### src/rtl/priority_dispatch_arbiter.sv
// Priority dispatch arbiter.
// Each cycle it picks at most one waiting queue head: the highest starved
// level when any level has waited too long, otherwise the highest valid
// level. The task is bound to the lowest-index free core. It then issues a
// registered dispatch command and tracks core occupancy until core_done.
module priority_dispatch_arbiter #(
    parameter int NUM_LEVELS = 4,
    parameter int NUM_CORES  = 4,
    parameter int DUR_W      = 8,
    parameter int AGE_W      = 4,
    parameter int AGE_LIMIT  = 12,
    localparam int LVL_W     = (NUM_LEVELS > 1) ? $clog2(NUM_LEVELS) : 1,
    localparam int CORE_W    = (NUM_CORES > 1) ? $clog2(NUM_CORES) : 1
) (
    input  logic                        clk,
    input  logic                        reset,
    input  logic                        sched_en,
    input  logic [NUM_LEVELS-1:0]       head_valid,
    input  logic [NUM_LEVELS*DUR_W-1:0] head_duration,
    output logic [NUM_LEVELS-1:0]       pop,
    input  logic [NUM_CORES-1:0]        core_done,
    output logic                        dispatch_valid,
    output logic [CORE_W-1:0]           dispatch_core,
    output logic [DUR_W-1:0]            dispatch_duration,
    output logic [LVL_W-1:0]            dispatch_level,
    output logic [NUM_CORES-1:0]        core_busy,
    output logic [15:0]                 dispatch_count
);

    localparam logic [AGE_W-1:0] AGE_LIMIT_C = AGE_W'(AGE_LIMIT);
    localparam logic [AGE_W-1:0] AGE_MAX_C   = {AGE_W{1'b1}};

    // State registers
    logic [AGE_W-1:0]     age_q [NUM_LEVELS];
    logic [AGE_W-1:0]     age_d [NUM_LEVELS];
    logic [NUM_CORES-1:0] core_busy_q, core_busy_d;
    logic                 dispatch_valid_q, dispatch_valid_d;
    logic [CORE_W-1:0]    dispatch_core_q, dispatch_core_d;
    logic [DUR_W-1:0]     dispatch_duration_q, dispatch_duration_d;
    logic [LVL_W-1:0]     dispatch_level_q, dispatch_level_d;
    logic [15:0]          dispatch_count_q, dispatch_count_d;

    // Selection signals
    logic                 starved_any_s;
    logic [LVL_W-1:0]     starved_lvl_s;
    logic [LVL_W-1:0]     valid_lvl_s;
    logic [LVL_W-1:0]     sel_lvl_s;
    logic [CORE_W-1:0]    sel_core_s;
    logic [DUR_W-1:0]     sel_dur_s;
    logic                 eligible_s;
    logic [NUM_CORES-1:0] core_set_s;

    // Pick the level to serve, the core to bind and decide eligibility.
    always_comb begin
        starved_any_s = 1'b0;
        starved_lvl_s = '0;
        valid_lvl_s   = '0;
        sel_core_s    = '0;
        // Ascending scan: the last hit is the highest index.
        for (int l = 0; l < NUM_LEVELS; l++) begin
            valid_lvl_s   = head_valid[l] ? LVL_W'(l) : valid_lvl_s;
            starved_lvl_s = (head_valid[l] && (age_q[l] >= AGE_LIMIT_C)) ? LVL_W'(l) : starved_lvl_s;
            starved_any_s = starved_any_s | (head_valid[l] && (age_q[l] >= AGE_LIMIT_C));
        end
        // Descending scan: the last hit is the lowest index.
        for (int c = NUM_CORES - 1; c >= 0; c--) begin
            sel_core_s = !core_busy_q[c] ? CORE_W'(c) : sel_core_s;
        end
        sel_lvl_s  = starved_any_s ? starved_lvl_s : valid_lvl_s;
        sel_dur_s  = head_duration[sel_lvl_s*DUR_W +: DUR_W];
        // Registered occupancy only; a core freed this edge counts from next cycle.
        eligible_s = !reset && sched_en && (|head_valid) && !(&core_busy_q);
        pop        = eligible_s ? (NUM_LEVELS'(1) << sel_lvl_s) : '0;
        core_set_s = eligible_s ? (NUM_CORES'(1) << sel_core_s) : '0;
    end

    // Next-state for ages, occupancy, dispatch command and counter.
    always_comb begin
        for (int l = 0; l < NUM_LEVELS; l++) begin
            age_d[l] = age_q[l];
            if (!sched_en) begin
                age_d[l] = age_q[l];
            end else if (pop[l]) begin
                age_d[l] = '0;
            end else if (head_valid[l]) begin
                age_d[l] = (age_q[l] == AGE_MAX_C) ? age_q[l] : age_q[l] + AGE_W'(1);
            end else begin
                age_d[l] = '0;
            end
        end
        // A dispatch never targets a busy core, so set and clear never collide.
        core_busy_d      = (core_busy_q & ~core_done) | core_set_s;
        dispatch_valid_d = eligible_s;
        if (eligible_s) begin
            dispatch_core_d     = sel_core_s;
            dispatch_duration_d = sel_dur_s;
            dispatch_level_d    = sel_lvl_s;
            dispatch_count_d    = dispatch_count_q + 16'd1;
        end else begin
            dispatch_core_d     = dispatch_core_q;
            dispatch_duration_d = dispatch_duration_q;
            dispatch_level_d    = dispatch_level_q;
            dispatch_count_d    = dispatch_count_q;
        end
    end

    // State register with synchronous reset.
    always_ff @(posedge clk) begin
        if (reset) begin
            for (int l = 0; l < NUM_LEVELS; l++) begin
                age_q[l] <= '0;
            end
            core_busy_q         <= '0;
            dispatch_valid_q    <= 1'b0;
            dispatch_core_q     <= '0;
            dispatch_duration_q <= '0;
            dispatch_level_q    <= '0;
            dispatch_count_q    <= 16'd0;
        end else begin
            for (int l = 0; l < NUM_LEVELS; l++) begin
                age_q[l] <= age_d[l];
            end
            core_busy_q         <= core_busy_d;
            dispatch_valid_q    <= dispatch_valid_d;
            dispatch_core_q     <= dispatch_core_d;
            dispatch_duration_q <= dispatch_duration_d;
            dispatch_level_q    <= dispatch_level_d;
            dispatch_count_q    <= dispatch_count_d;
        end
    end

    assign core_busy         = core_busy_q;
    assign dispatch_valid    = dispatch_valid_q;
    assign dispatch_core     = dispatch_core_q;
    assign dispatch_duration = dispatch_duration_q;
    assign dispatch_level    = dispatch_level_q;
    assign dispatch_count    = dispatch_count_q;

endmodule

### config.mk
export PLATFORM = sky130hd
export DESIGN_NAME = priority_dispatch_arbiter
export DESIGN_NICKNAME = d
export VERILOG_FILES = /design/src/rtl/priority_dispatch_arbiter.sv
export SDC_FILE = /design/constraint.sdc
export NUM_CORES = 1
export LEC_CHECK = 0
export CAP_MARGIN = 20
export CORE_MARGIN = 4
export CORE_UTILIZATION = 52
export CTS_BUF_LIST = sky130_fd_sc_hd__clkbuf_2
export DETAILED_ROUTE_END_ITERATION = 8
export PLACE_DENSITY = 0.9
export SETUP_SLACK_MARGIN = 0.4
export SYNTH_ARGS = -nofsm -noshare
export SYNTH_HDL_FRONTEND = slang
export SYNTH_SLANG_ARGS = --single-unit
### constraint.sdc
create_clock -name clk -period 3.25 [get_ports clk]
set_input_delay 0.4875 -clock clk [delete_from_list [all_inputs] [get_ports clk]]
set_output_delay 0.4875 -clock clk [all_outputs]
set_load 0.05 [all_outputs]
==> results of run 1 <==
Yosys cell counts, types with 4 or more instances:
master / n
xnor2_1: 8
nand2b_1: 4
inv_1: 7
nand3_1: 17
o211ai_1: 4
dfxtp_1: 49
a221oi_1: 4
o2111ai_1: 5
o21ai_0: 6
nor4_1: 4
a21oi_1: 22
clkbuf_1: 6
ha_1: 5
and3_1: 5
nor2_1: 23
nand2_1: 33
nor3_1: 8
mux2i_1: 18
buf_2: 8
o221ai_1: 5
nand4_1: 7
cell type report:
cell class                 instances  area share
inverter                           8    0.009047
multi-input combinational        233      0.4328
clock buffer                       5    0.006959
sequential                        49      0.2728
clock inverter                     3     0.01218
timing repair buffer              85      0.2429
tap                               67     0.02331
per-stage QoR:
stage | power [uW] | hold slack (ns) | utilization | setup slack, ns | cell area (um^2)
after CTS | 1268 | 0.4874 | 0.7442 | 0.4433 | 3585
after global routing | 1322 | 0.5277 | 0.7465 | 0.3265 | 3596
final | 1268 | 0.4768 | 0.7465 | 0.4115 | 3596
after global placement | 928.8 | 0.4289 | 0.7283 | 0.3991 | 3508
after floorplan | 813.8 | 0.4491 | - | 0.4170 | 2623
after detailed placement | 934.5 | 0.4578 | 0.7283 | 0.3551 | 3508
power by group:
| group | internal, uW | switching, uW |
|---|---|---|
| clock | 132 | 210 |
| sequential | 625 | 17.6 |
| combinational | 122 | 161 |
| total | 879 | 388 |
how the worst max path moves through the flow:
stage | endpoint | slack (ns)
CTS | pop[3] | 0.44
floorplan | pop[1] | 0.42
detailed placement | pop[3] | 0.36
finish | pop[3] | 0.41
global placement | pop[2] | 0.40
global route | pop[3] | 0.33
timing repair:
action,4_1_cts,5_1_grt
gates resized for setup,3,3
pin swaps,1,0
endpoints found under the setup margin,2,3
hold buffers,0,0
buffers inserted,0,0
state kept, by name, indices dropped and copies added (netlist names):
register           flops
age_q                 16
dispatch_count        16
dispatch_duration      8
core_busy              4
dispatch_core          2
dispatch_level         2
dispatch_valid         1
metal layers:
layer,vias up,global-route usage
li1,1287,-
met1,1233,0.2634
met5,-,0
met4,0,0.1048
met2,131,0.3855
met3,26,0.07256
cell families (layout without fill, tap and decap cells):
| kind of cell | count (synthesis) | count (layout) | synth area share |
|---|---|---|---|
| flip-flops | 49 | 49 | 0.3740 |
| adder cells (fa/ha/maj) | 5 | 5 | 0.02385 |
| AND/OR/NAND/NOR | 126 | 126 | 0.2572 |
| multiplexers | 20 | 20 | 0.07729 |
| buffers and inverters | 23 | 101 | 0.03960 |
| XOR/XNOR | 11 | 11 | 0.03674 |
| AO/OA/AOI/OAI | 71 | 71 | 0.1913 |
worst max-delay path: stages:
cell and delay (ns):
clkdlybuf4s50_1 0.50, and3_1 0.36, o311ai_4 0.39, nand2_2 0.17, nor2_1 0.25, buf_12 0.18
==> metrics.md, run 1 <==
| Metric | Value |
|---|---|
| TritonCTS Buffers | `5` |
| Max-cap violations | `0` |
| First-pass GRT wire length | `11440 um` |
| Vias in the first global route | `2451` |
| R2R Path Start | `age_q[0][6]$_SDFFE_PP0P_` |
| Worst Hold Depth | `2` |
| Leak Pwr | `0.001307 uW` |
| GP Congestion | `0.9092` |
| Worst-margin pin slew | `0.5353 ns` |
| Crit share post-route | `0.8734` |
| RSZ-0062 raised after global routing | `yes` |
| Placed Cells | `442` |
| Syn avg cell area | `8.598 um^2` |
| Highest metal used | `met4` |
| Iteration-0 DRC Markers | `262` |
| Synth top area cells | `dfxtp_1 (37%), mux2i_1 (6.9%), nand2_1 (4.7%), a21oi_1 (4.2%), nor2_1 (3.3%)` |
| Library cells used by synthesis | `61` |
| Core area | `4817 um^2` |
| Via density | `5.949` |
| Nets | `430` |
| Footprint of the multi-input gates | `1556 um^2` |
| Synth warn | `0` |
| Hold Violations, Final | `0` |
| Total track usage | `0.2288` |
| Period minus WS final | `2.839 ns` |
| Setup total negative slack | `0 ns` |
| Per-cell routed wire length | `15.56 um` |
| DRC violations left | `0` |
| Fraction of registers with async set/reset | `0` |
| Synth top area share | `0.3740` |
| Clock Sinks | `49` |
| Hold Path End | `dispatch_level[1]$_SDFFE_PP0P_` |
| Post-route ant nets | `0` |
| CP startpoint kind | `primary input` |
| Commonest non-fill, non-tap cell in the layout | `clkdlybuf4s50_1` |
| Clock Tree Root | `clkbuf_2` |
| Critical Path AT | `2.35 ns` |
| Clock latency at the later pin of the worst-skew pair | `0.44 ns` |
| Number of port buffers | `79` |
| Initial antenna violation count | `0` |
| Mapped Area | `2623 um^2` |
| Sequential share of the synthesized area | `0.3740` |
| I/O pin count | `80` |
| Final setup viols | `0` |
| CTS tree | `yes` |
| Dominant synthesized flop cell | `dfxtp_1` |
| Metal2 WL | `3395 um` |
| Hold path start | `dispatch_level[1]$_SDFFE_PP0P_` |
| Worst Setup SP | `head_valid[1]` |
| Starting density of the core | `0.5444` |
| Chip width | `79.02 um` |
| Leading area contributor after synthesis | `dfxtp_1` |
| CP required | `2.76 ns` |
| Filler Cells Inserted | `384` |
| Syn Nets | `353` |
| Row cnt | `25` |
| Fmax | `0.3523 GHz` |
| Post-synth EDFFs | `0` |
| GRT Residual Overflow | `0` |
| Die height | `79.02 um` |
| H-tree lvl count | `2` |
| R2r setup slk | `1.25 ns` |
| CP max FO | `8` |
| Worst Clk Skew | `0.01386 ns` |
| Reg2Reg Depth | `6` |
| Metal3 WL | `595 um` |
| Die Area | `6243 um^2` |
| Dpl hpwl | `5332 um` |
| Most frequent cells in the layout | `clkdlybuf4s50_1 (73), dfxtp_1 (49), nand2_1 (33)` |
| M1 WL | `2739 um` |
| Longest Clk Path Bufs | `2` |
| Synth Register Bits | `49` |
| Syn Inst Count | `305` |
| Antenna cell count | `0` |
| Via Count | `2677` |
| Fraction of layout cells with a size suffix above 1 | `0.08616` |
| Max VDD drop | `225.3 uV` |
| Final std cells w/o fill | `450` |
| Status | `finished, final reports clean` |
| Critical R2R Capture | `dispatch_duration[6]$_SDFFE_PP0P_` |
| Worst Hold Class | `register to register` |
| CP Class | `primary input to output pin` |
| Pin count of the biggest net entering global routing | `37` |
| Max-slew violations | `0` |
| Worst Setup End Kind | `output pin` |
| Pwr Density | `352.5 nW/um^2` |
| FF/Latch Area | `980.9 um^2` |
| Total Routed Length | `7002 um` |
| Area growth, synth to finish | `37.12%` |
| Relative max-transition margin | `0.6427` |
| DR pass1 iterations | `4` |
| Clock transition at path regs | `0.25 ns` |
No activity file was read; power rests on OpenSTA's default activity.
==> run 2: changes to the inputs <==
--- a/config.mk
+++ b/config.mk
@@ -6,12 +6,13 @@
 export NUM_CORES = 1
 export LEC_CHECK = 0
 export CAP_MARGIN = 20
-export CORE_MARGIN = 4
+export CORE_MARGIN = 3
 export CORE_UTILIZATION = 52
 export CTS_BUF_LIST = sky130_fd_sc_hd__clkbuf_2
 export DETAILED_ROUTE_END_ITERATION = 8
 export PLACE_DENSITY = 0.9
 export SETUP_SLACK_MARGIN = 0.4
+export SLEW_MARGIN = 25
 export SYNTH_ARGS = -nofsm -noshare
 export SYNTH_HDL_FRONTEND = slang
 export SYNTH_SLANG_ARGS = --single-unit
==> metrics.md, run 2 (same netlist as run 1, synthesis figures left out) <==
| Metric | Value |
|---|---|
| Status | `finished, final reports clean` |
| Nets | `430` |
| Number of port buffers | `79` |
| Via density | `5.909` |
| Worst path max stage delay | `0.50 ns` |
| Post-route ant nets | `0` |
| Critical-path cell list | `clkdlybuf4s50_1 -> and3_1 -> o311ai_4 -> nand2_2 -> nor2_1 -> buf_12` |
| RSZ-0062 raised after global routing | `yes` |
| Row cnt | `25` |
| Pwr Total | `1163 uW` |
| Critical Path AT | `2.36 ns` |
| Final Hold Slack | `0.4766 ns` |
| Clock latency at the later pin of the worst-skew pair | `0.39 ns` |
| Filler Cells Inserted | `333` |
| Pin count of the biggest net entering global routing | `37` |
| Core area | `4786 um^2` |
| DR pass1 iterations | `4` |
| First-pass GRT wire length | `11320 um` |
| Clock Tree Root | `clkbuf_2` |
| Leak Pwr | `0.001296 uW` |
| GRT Residual Overflow | `0` |
| Die Area | `5931 um^2` |
| TritonCTS Buffers | `5` |
| Total track usage | `0.2290` |
| Antenna cell count | `0` |
| CP Class | `primary input to output pin` |
| Worst Hold Class | `register to register` |
| Max-cap violations | `0` |
| I/O pin count | `80` |
| Relative max-transition margin | `0.5881` |
| Commonest non-fill, non-tap cell in the layout | `clkdlybuf4s50_1` |
| Hold Violations, Final | `0` |
| Pwr Density | `326.8 nW/um^2` |
| Total Routed Length | `6783 um` |
| Slowest stage cell on the critical path | `clkdlybuf4s50_1` |
| Most frequent cells in the layout | `clkdlybuf4s50_1 (73), dfxtp_1 (49), nand2_1 (33)` |
| Die height | `77.02 um` |
| FF/Latch Area | `980.9 um^2` |
| Period minus WS final | `2.845 ns` |
| Worst Clk Skew | `0.01909 ns` |
| CTS tree | `yes` |
| CP startpoint kind | `primary input` |
| Vias in the first global route | `2479` |
| Clock transition at path regs | `0.23 ns` |
| GP Congestion | `0.9046` |
| CP required | `2.76 ns` |
| Initial antenna violation count | `0` |
| H-tree lvl count | `2` |
| Max VDD drop | `323.6 uV` |
| Fraction of layout cells with a size suffix above 1 | `0.08877` |
| Clock Sinks | `49` |
| Crit share post-route | `0.8752` |
| Area growth, synth to finish | `35.69%` |
| Core Util, Final | `0.7435` |
| Fmax | `0.3516 GHz` |
| Per-cell routed wire length | `15.07 um` |
| Footprint of the multi-input gates | `1550 um^2` |
| Starting density of the core | `0.5480` |
| Chip width | `77.02 um` |
| Longest Clk Path Bufs | `2` |
| Max-slew violations | `0` |
| Final setup viols | `0` |
| Worst Setup End Kind | `output pin` |
| Worst-margin pin slew | `0.6128 ns` |
| Iteration-0 DRC Markers | `127` |
| Via Count | `2659` |
| CTS Hold Bufs | `0` |
| Dpl hpwl | `5225 um` |
| DRC violations left | `0` |
| CP max FO | `8` |
| Setup total negative slack | `0 ns` |
[run 2: layout make-up]
type                    instances  area share
clock buffers                   6    0.008439
flip-flops and latches         49      0.2757
multi-input cells             233      0.4357
inverters                       8    0.008439
clock inverters                 2    0.002813
repair buffers                 85      0.2454
well taps                      67     0.02356
[run 2: worst max-delay path: cells and delay by family]
family                 cells  cell delay, ns
AND/OR/NAND/NOR            3            0.79
AO/OA/AOI/OAI              1            0.38
buffers and inverters      2            0.68
[run 2: per-layer routing]
metal	share of wire	vias to the layer above	global-route usage
met1	0.40	1247	0.2652
met5	0	-	0
li1	-	1288	-
met2	0.50	105	0.3955
met3	0.073	19	0.07394
met4	0.027	0	0.08007
[run 2: final timing paths]
| check | startpoint | endpoint | slack, ns | cells past startpoint |
|---|---|---|---|---|
| max | head_valid[1] | pop[3] | 0.41 | 6 |
| min | dispatch_level[1]$_SDFFE_PP0P_ | dispatch_level[1]$_SDFFE_PP0P_ | 0.48 | 2 |
| max reg2reg | core_busy[1]$_SDFF_PP0_ | age_q[0][1]$_SDFFE_PP0P_ | 1.29 | 5 |
| min reg2reg | dispatch_level[1]$_SDFFE_PP0P_ | dispatch_level[1]$_SDFFE_PP0P_ | 0.48 | 2 |
[run 2: repair_timing]
item                       CTS  global route
gates cloned                 0             0
hold endpoints to repair     0             0
resized for setup            4             0
setup endpoints to repair    2             3
setup buffers                0             0
[run 2: where the power goes]
group / leakage (uW) / total (uW) / switching (uW) / internal [uW]
sequential: 0.000399 / 643 / 17.9 / 625
combinational: 0.000864 / 283 / 161 / 123
clock: 0.0000327 / 237 / 183 / 54.3
total: 0.00130 / 1160 / 361 / 802
[run 2: per-stage QoR]
step	std cells	setup slack (ns)	instance area (um^2)
after floorplan	305	0.4170	2623
after global placement	442	0.3950	3508
after detailed placement	442	0.3373	3508
after CTS	450	0.4549	3558
after global routing	450	0.3367	3558
final	450	0.4055	3558
==> run 3: changes to the inputs <==
--- a/config.mk
+++ b/config.mk
@@ -6,6 +6,7 @@
 export NUM_CORES = 1
 export LEC_CHECK = 0
 export CAP_MARGIN = 20
+export CORE_ASPECT_RATIO = 0.9
 export CORE_MARGIN = 3
 export CORE_UTILIZATION = 52
 export CTS_BUF_LIST = sky130_fd_sc_hd__clkbuf_2
@@ -16,3 +17,4 @@
 export SYNTH_ARGS = -nofsm -noshare
 export SYNTH_HDL_FRONTEND = slang
 export SYNTH_SLANG_ARGS = --single-unit
+export TNS_END_PERCENT = 20
==> metrics.md, run 3 (same netlist as run 1, synthesis figures left out) <==
| Metric | Value |
|---|---|
| Hold Violations, Final | `0` |
| Critical-path cell list | `clkdlybuf4s50_1 -> and3_2 -> o311ai_4 -> nand2_2 -> nor2_2 -> buf_12` |
| Clock Tree Root | `clkbuf_2` |
| Final setup viols | `0` |
| Hold path start | `dispatch_level[1]$_SDFFE_PP0P_` |
| Reg2Reg Depth | `5` |
| Worst Setup SP | `head_valid[1]` |
| Max-cap violations | `0` |
| Pwr Total | `1247 uW` |
| Crit share post-route | `0.8558` |
| RSZ-0062 raised after global routing | `no` |
| Area growth, synth to finish | `37.12%` |
| Row cnt | `23` |
| Worst Clk Skew | `0.01360 ns` |
| Most frequent cells in the layout | `clkdlybuf4s50_1 (74), dfxtp_1 (49), nand2_1 (33)` |
| Period minus WS final | `2.781 ns` |
| GRT Residual Overflow | `0` |
| Fraction of layout cells with a size suffix above 1 | `0.09610` |
| Worst Hold Depth | `2` |
| Setup total negative slack | `0 ns` |
| Max VDD drop | `253.8 uV` |
| Hold Path End | `dispatch_level[1]$_SDFFE_PP0P_` |
| Clock latency at the later pin of the worst-skew pair | `0.41 ns` |
| Slowest stage cell on the critical path | `clkdlybuf4s50_1` |
| Status | `finished, final reports clean` |
| TritonCTS Buffers | `5` |
| Worst-margin pin slew | `0.6079 ns` |
| Pwr Density | `346.9 nW/um^2` |
| Clock transition at path regs | `0.23 ns` |
| Post-route ant nets | `0` |
| Clock Sinks | `49` |
| Pre-CTS setup slack | `0.2307 ns` |
| Max-slew violations | `0` |
| Critical R2R Capture | `age_q[0][1]$_SDFFE_PP0P_` |
| I/O pin count | `80` |
| CTS tree | `yes` |
| Die Area | `5932 um^2` |
| Core area | `4662 um^2` |
| CP max FO | `8` |
| DRC violations left | `0` |
| DR pass1 iterations | `5` |
| Starting density of the core | `0.5625` |
| Initial antenna violation count | `0` |
| Dpl hpwl | `5147 um` |
| First-pass GRT wire length | `11450 um` |
| H-tree lvl count | `2` |
| CP Class | `primary input to output pin` |
| R2R Path Start | `age_q[0][2]$_SDFFE_PP0P_` |
| CP startpoint kind | `primary input` |
| Nets | `432` |
| Filler Cells Inserted | `361` |
| Pin count of the biggest net entering global routing | `37` |
| Final Cell Area | `3596 um^2` |
| Worst Hold Class | `register to register` |
| Chip width | `80.86 um` |
| Via density | `5.962` |
| Iteration-0 DRC Markers | `171` |
| Number of port buffers | `79` |
| Fmax | `0.3596 GHz` |
| Antenna cell count | `0` |
| Leak Pwr | `0.001311 uW` |
| Total Routed Length | `6911 um` |
| Worst path max stage delay | `0.51 ns` |
| R2r setup slk | `1.27 ns` |
| CTS Hold Bufs | `0` |
| GP Congestion | `0.8745` |
| Total track usage | `0.2423` |
| Worst Setup End Kind | `output pin` |
| Die height | `73.37 um` |
| Per-cell routed wire length | `15.46 um` |
| Commonest non-fill, non-tap cell in the layout | `clkdlybuf4s50_1` |
| Longest Clk Path Bufs | `2` |
| Vias in the first global route | `2486` |
| Area after DPL | `3502 um^2` |
| Relative max-transition margin | `0.5914` |
| Via Count | `2665` |
| Critical Path AT | `2.29 ns` |
| Final worst setup slack | `0.4688 ns` |
| CP required | `2.76 ns` |
| Core Util, Final | `0.7713` |
-- run 3: cell count changes in the layout (fill, tap and decap cells not counted), sizes merged --
cell,delta
clkinv,-1
dlygate4sd2,-1
clkdlybuf4s50,+1
bufinv,+1
buf,+2
-- run 3: critical path, delay by kind of cell --
kind | cells | cell delay (ns)
compound gates | 1 | 0.38
simple gates | 3 | 0.74
buf+inv | 2 | 0.67
-- run 3: worst max-delay path by stage --
stage,end,cells past startpoint,slack (ns)
floorplan,pop[1],5,0.42
global placement,pop[2],7,0.30
detailed placement,pop[2],7,0.23
CTS,pop[3],6,0.41
global route,pop[3],6,0.41
finish,pop[3],6,0.47
-- run 3: final cells by class --
type,count,area [um^2],area share
multi-input cells,233,1554,0.4322
repair buffers,87,889.6,0.2474
clock inverters,2,33.78,0.009395
well taps,62,77.57,0.02157
inverters,8,30.03,0.008351
flip-flops and latches,49,980.9,0.2728
clock buffers,6,30.03,0.008351
-- run 3: metal layers --
metal,part of all wire,vias up,global-route usage
li1,-,1290,-
met1,0.41,1247,0.2978
met2,0.48,117,0.4020
met3,0.095,11,0.07721
met4,0.013,0,0.07880
met5,0,-,0
-- run 3: through the flow --
stage	hold slack, ns	std cells
after global placement	0.4314	437
after global routing	0.4847	447
after CTS	0.4635	447
final	0.4683	447
after detailed placement	0.4382	437
after floorplan	0.4491	305
-- run 3: repair_timing --
item,in CTS,in global routing
endpoints found under the setup margin,3,2
setup buffers,2,0
gates cloned,0,0
endpoints found under the hold margin,0,0
gates resized for setup,2,3
pin swaps,0,0
-- run 3: report_power, final --
group / internal [uW] / switching, uW / leakage (uW) / total (uW)
Sequential: 625 / 17.9 / 0.000399 / 643
Clock: 131 / 187 / 0.0000406 / 318
Combinational: 125 / 162 / 0.000871 / 287
